<file path="config.mk">
export PLATFORM = sky130hd
export DESIGN_NAME = exp_request_arbiter
export DESIGN_NICKNAME = d
export VERILOG_FILES = /design/src/rtl/exp_request_arbiter.sv
export SDC_FILE = /design/constraint.sdc
export NUM_CORES = 1
export LEC_CHECK = 0
export ABC_CLOCK_PERIOD_IN_PS = 7030
export BUFFER_PORTS_ARGS = -buffer_cell sky130_fd_sc_hd__buf_2
export CORE_AREA = 2 2 185 187
export CTS_CLUSTER_SIZE = 12
export DETAILED_ROUTE_END_ITERATION = 16
export DIE_AREA = 0 0 187 189
export HOLD_SLACK_MARGIN = 0.12
export PLACE_DENSITY = 0.54
export SLEW_MARGIN = 40
export SYNTH_ARGS = -nofsm -noshare
export SYNTH_HDL_FRONTEND = slang
export SYNTH_SLANG_ARGS = --single-unit
export TNS_END_PERCENT = 1
</file>
<file path="constraint.sdc">
create_clock -name clk -period 7.03 [get_ports clk]
set_input_delay 2.109 -clock clk [delete_from_list [all_inputs] [get_ports clk]]
set_output_delay 2.109 -clock clk [all_outputs]
set_load 0.01 [all_outputs]
</file>
<file path="src/rtl/exp_request_arbiter.sv">
// Round-robin arbiter that shares one exp unit among NUM_REQ requesters.
// Operands are saturated into [-1.0, 0] (S1.23.40) before issue; one transaction in flight at a time.
module exp_request_arbiter #(
    parameter int NUM_REQ = 4,
    parameter int TIMEOUT = 255,
    localparam int GW = (NUM_REQ > 1) ? $clog2(NUM_REQ) : 1
) (
    input  logic                   clk,
    input  logic                   rst,
    input  logic [NUM_REQ-1:0]     req_valid,
    output logic [NUM_REQ-1:0]     req_ready,
    input  logic [64*NUM_REQ-1:0]  req_data,
    output logic [NUM_REQ-1:0]     rsp_valid,
    input  logic [NUM_REQ-1:0]     rsp_ready,
    output logic [63:0]            rsp_data,
    output logic                   rsp_clamped,
    output logic                   rsp_timeout,
    output logic [63:0]            eu_x_in,
    output logic                   eu_x_in_valid,
    input  logic                   eu_x_in_ready,
    input  logic [63:0]            eu_exp_out,
    input  logic                   eu_output_valid,
    output logic                   eu_output_ready,
    output logic [GW-1:0]          grant_id,
    output logic                   busy
);

    typedef enum logic [1:0] {IDLE, ISSUE, WAIT, DELIVER} state_t;

    localparam logic signed [63:0] NEG_ONE = 64'shFFFFFF0000000000;

    state_t              state_q, state_d;
    logic [GW-1:0]       grant_q, grant_d;
    logic [GW-1:0]       last_q, last_d;
    logic [63:0]         x_q, x_d;
    logic                clamp_q, clamp_d;
    logic [63:0]         data_q, data_d;
    logic                tmo_q, tmo_d;
    logic [15:0]         cnt_q, cnt_d;
    logic                found;
    logic [GW-1:0]       win;

    // Returns {clamp_flag, saturated_operand}; exp of a positive argument is never requested.
    function automatic logic [64:0] saturate(input logic signed [63:0] x);
        if (x > 64'sd0)
            return {1'b1, 64'd0};
        else if (x < NEG_ONE)
            return {1'b1, NEG_ONE};
        else
            return {1'b0, x};
    endfunction

    always_comb begin
        found = 1'b0;
        win   = '0;
        for (int i = 1; i <= NUM_REQ; i++) begin
            if (!found && req_valid[(int'(last_q) + i) % NUM_REQ]) begin
                found = 1'b1;
                win   = GW'((int'(last_q) + i) % NUM_REQ);
            end
        end
    end

    always_comb begin
        state_d   = state_q;
        grant_d   = grant_q;
        last_d    = last_q;
        x_d       = x_q;
        clamp_d   = clamp_q;
        data_d    = data_q;
        tmo_d     = tmo_q;
        cnt_d     = cnt_q;
        req_ready = '0;
        rsp_valid = '0;
        case (state_q)
            IDLE: begin
                if (found && !rst) begin
                    req_ready[win]   = 1'b1;
                    grant_d          = win;
                    last_d           = win;
                    {clamp_d, x_d}   = saturate(req_data[64*int'(win) +: 64]);
                    state_d          = ISSUE;
                end
            end
            ISSUE: begin
                if (eu_x_in_ready) begin
                    cnt_d   = '0;
                    state_d = WAIT;
                end
            end
            WAIT: begin
                if (eu_output_valid) begin
                    data_d  = eu_exp_out;
                    tmo_d   = 1'b0;
                    state_d = DELIVER;
                end else if (int'(cnt_q) + 1 >= TIMEOUT) begin
                    data_d  = '0;
                    tmo_d   = 1'b1;
                    state_d = DELIVER;
                end else begin
                    cnt_d   = cnt_q + 16'd1;
                end
            end
            DELIVER: begin
                rsp_valid[grant_q] = 1'b1;
                if (rsp_ready[grant_q])
                    state_d = IDLE;
            end
            default: state_d = IDLE;
        endcase
    end

    always_ff @(posedge clk or posedge rst) begin
        if (rst) begin
            state_q <= IDLE;
            grant_q <= '0;
            last_q  <= GW'(NUM_REQ - 1);
            x_q     <= '0;
            clamp_q <= 1'b0;
            data_q  <= '0;
            tmo_q   <= 1'b0;
            cnt_q   <= '0;
        end else begin
            state_q <= state_d;
            grant_q <= grant_d;
            last_q  <= last_d;
            x_q     <= x_d;
            clamp_q <= clamp_d;
            data_q  <= data_d;
            tmo_q   <= tmo_d;
            cnt_q   <= cnt_d;
        end
    end

    assign eu_x_in         = x_q;
    assign eu_x_in_valid   = (state_q == ISSUE);
    assign eu_output_ready = (state_q == WAIT);
    assign rsp_data        = data_q;
    assign rsp_clamped     = clamp_q;
    assign rsp_timeout     = tmo_q;
    assign grant_id        = grant_q;
    assign busy            = (state_q != IDLE);

endmodule

</file>
==> impl_metrics.tcl <==
set metrics [dict create \
    yosysSeqAreaShare_pct 46.6 \
    grt_pass1_vias 8142 \
    initial_core_util_pct 24.5 \
    cts_root_buffer "clkbuf_16" \
    syn_avg_cell_area_um2 12.6 \
    maxCapViolCount 0 \
    irDropWorstVdd_v 0.000145 \
    synthTopCellsByCount "dfrtp_1 (150), a22o_1 (71), mux4_2 (65)" \
    worstHoldStart "rsp_data[20]" \
    cts_buffers 17 \
    path_class "in -> out" \
    wl_per_cell_um 24.4 \
    cts.clk_slew.worst_paths_ns 0.06 \
    areaGrowthSynthToFinish_pct 42.8 \
    switching_power_uw 1820 \
    clk_path_buf_depth 2 \
    slew_viol_final 0 \
    antenna_left 0 \
    fmax_mhz 167 \
    power_frac_seq_pct 31.1 \
    final_nets 1437 \
    cts_hold_buf 0 \
    worst_pin_slew_ns 0.764 \
    num_rows 67 \
    grt_pass1_wl_mm 55.2 \
    worstPathArrival_ns 3.89 \
    dp.cells 1527 \
    r2r_slack_ns 2.33 \
    max_stage_delay_ns 0.65 \
    hold_depth 1 \
    netlist_instances 649 \
    coreArea_mm2 0.0333 \
    post_cts_buffers 0 \
    cts.sinks 152 \
    stdcell_count 1565 \
    cp_slowest_cell "o221a_4" \
    skew_ns 0.0126 \
    antenna_found_initial 8 \
    maxSlewHeadroom_pct 49.1 \
    p_leak_uw 0.00548 \
    rsz0062_at_grt "no" \
    via_per_inst 5.05 \
    top_layer_used "met5" \
    drc 0 \
    io_buffers 474 \
    yosysMostFrequentCell "dfrtp_1" \
    r2r_end "eu_x_in[10]" \
    cts_tree "yes" \
    synth_cell_type_count 47 \
    async_reset_ff_share_pct 100 \
    ios 475 \
    hold_viol_final 0 \
    dr_wl_met3_mm 3.08 \
    pwr-share-comb_pct 47.7 \
    r2r-start "last_q[1]" \
    layout-drive-gt1-share_pct 58.9 \
    cts_resized 0 \
    worstRegToRegCells 10 \
    wl_met1_mm 15.2 \
    wl_met2_mm 18.9 \
    ys_seq_elements 152 \
    netlist_area_mm2 0.00817 \
    crit_fanout 27 \
    place_congestion 0.932 \
    hold_end "rsp_data[20]" \
    netlist_top_cells_area "dfrtp_1 (46%), mux4_2 (18%), a22o_1 (7.6%), a21oi_2 (5.4%), a22oi_1 (3.7%)" \
    p_int_uw 2770 \
    overflow 0 \
    dr.pass1.iters 5 \
    dp_hpwl_mm 30.9 \
    pwr-share-clk_pct 21.3 \
    setup_tns_ns 0 \
    synth_edf_count 0 \
    synthesis.nets 988 \
    cp.required_ns 4.92 \
    p_sw_share_pct 39.7 \
    clkLatencyLatePin_ns 0.42 \
    ys.flop_type "dfrtp_1" \
    fp.dieW_um 187 \
    grtUsageTotal_pct 21.3 \
    grt_max_degree 73 \
    min_period_ns 6.00 \
    critPathCaptureType "output port" \
    synth_top_area_share_pct 46.0 \
    dieArea_mm2 0.0353 \
    fin_crit_sh_pct 85.4 \
    num_vias 7899 \
    crit_path_cell_trace "buf_2 -> nand2b_1 -> a21boi_1 -> o221a_4 -> buf_4 -> nor3_1 -> buf_2" \
    worst_path_most_repeated_cell "buf_2" \
    cellPowerDensity_mw_per_mm2 394 \
    setup_violations 0 \
    status "finished clean" \
    start_kind "primary input" \
    wirelength_mm 38.3 \
    cts_max_level 4 \
    min_path_type "reg -> reg" \
    drt_iter0_markers 512 \
    ys.warnings.count 0 \
    synth_top_area_cell "dfrtp_1" \
    die_h_um 189 \
]
[cell type report]
| cell class | count | area [um2] |
|---|---|---|
| Tap cell | 448 | 561 |
| Clock buffer | 21 | 450 |
| Fill cell | 3405 | 21600 |
| Antenna cell | 6 | 15.0 |
| Clock inverter | 11 | 163 |
| Timing Repair Buffer | 491 | 2540 |
| Multi-Input combinational cell | 423 | 4070 |
| Sequential cell | 152 | 3810 |
| Inverter | 13 | 53.8 |
[per-stage QoR]
| stage | setup slack (ns) | hold WS [ns] | area, um2 | power (uW) | utilization (%) |
|---|---|---|---|---|---|
| 2_1_floorplan | 0.831 | 0.465 | 8170 | 2750 | - |
| 3_3_place_gp | 0.668 | 0.482 | 11000 | 3630 | 33.1 |
| 3_5_place_dp | 0.633 | 0.486 | 11000 | 3650 | 33.2 |
| 4_1_cts | 0.987 | 0.505 | 11600 | 4650 | 35.0 |
| 5_1_grt | 0.847 | 0.515 | 11700 | 4870 | 35.0 |
| 6_report | 1.03 | 0.498 | 11700 | 4590 | 35.0 |
[metal layers]
layer / up-vias / track usage [%]
li1: 3517 / -
met1: 3904 / 25.6
met2: 433 / 35.9
met3: 43 / 6.56
met4: 2 / 7.84
met5: - / 0
[how the worst max path moves through the flow]
| stage | cells past startpoint | slack (ns) | from | to |
|---|---|---|---|---|
| floorplan | 1 | 0.83 | rst | cnt_q[0] |
| global placement | 11 | 0.67 | req_valid[2] | eu_x_in[2] |
| detailed placement | 11 | 0.63 | req_valid[2] | eu_x_in[5] |
| CTS | 7 | 0.99 | req_valid[2] | req_ready[1] |
| global route | 7 | 0.85 | req_valid[2] | req_ready[1] |
| finish | 7 | 1.03 | req_valid[2] | req_ready[1] |
[state kept, by name (all words and copies together), names as in the netlist]
name	cells
cnt_q	16
eu_x_in	64
grant_id	2
last_q	2
rsp_clamped	1
rsp_data	64
rsp_timeout	1
state_q	2
[critical path: cells and delay by family]
| kind | cells | cell delay (ns) |
|---|---|---|
| and+or+nand+nor | 2 | 0.26 |
| buffers and inverters | 3 | 0.49 |
| AOI/OAI and AO/OA | 2 | 1.01 |
[power by group through the flow]
stage          logic (uW)  clock network, uW  registers (uW)
6_report             2190                976            1430
5_1_grt              2360               1040            1470
3_5_place_dp         2210                  0            1440
3_3_place_gp         2200                  0            1430
2_1_floorplan        1200                  0            1550
4_1_cts              2220               1000            1430
[cell families (layout without fill, tap and decap cells)]
logic type	Yosys count	in the layout	synth area share (%)
fa+ha+maj	7	7	1.07
compound gates	241	241	22.6
mux	68	68	18.3
other cells	0	6	0
flops	152	152	46.6
simple gates	105	105	6.77
buf+inv	74	536	4.37
xor+xnor	2	2	0.215
[placed cells by master, fill, tap and decap left out, types with 7 or more instances in the layout]
master,netlist,layout
buf_2,3,474
dfrtp_1,150,150
a22o_1,71,71
mux4_2,65,65
a21oi_2,50,50
a22oi_1,40,40
o22ai_1,23,23
a21oi_1,22,21
nor4_1,20,20
nor2_1,20,17
clkbuf_16,0,17
nand2_1,18,16
o21ai_0,15,15
nand4_1,13,13
inv_1,13,12
buf_4,4,12
nor3_1,9,9
nor2b_1,7,7
ha_1,7,7
Note: power is estimated with default switching activity, not from simulation.
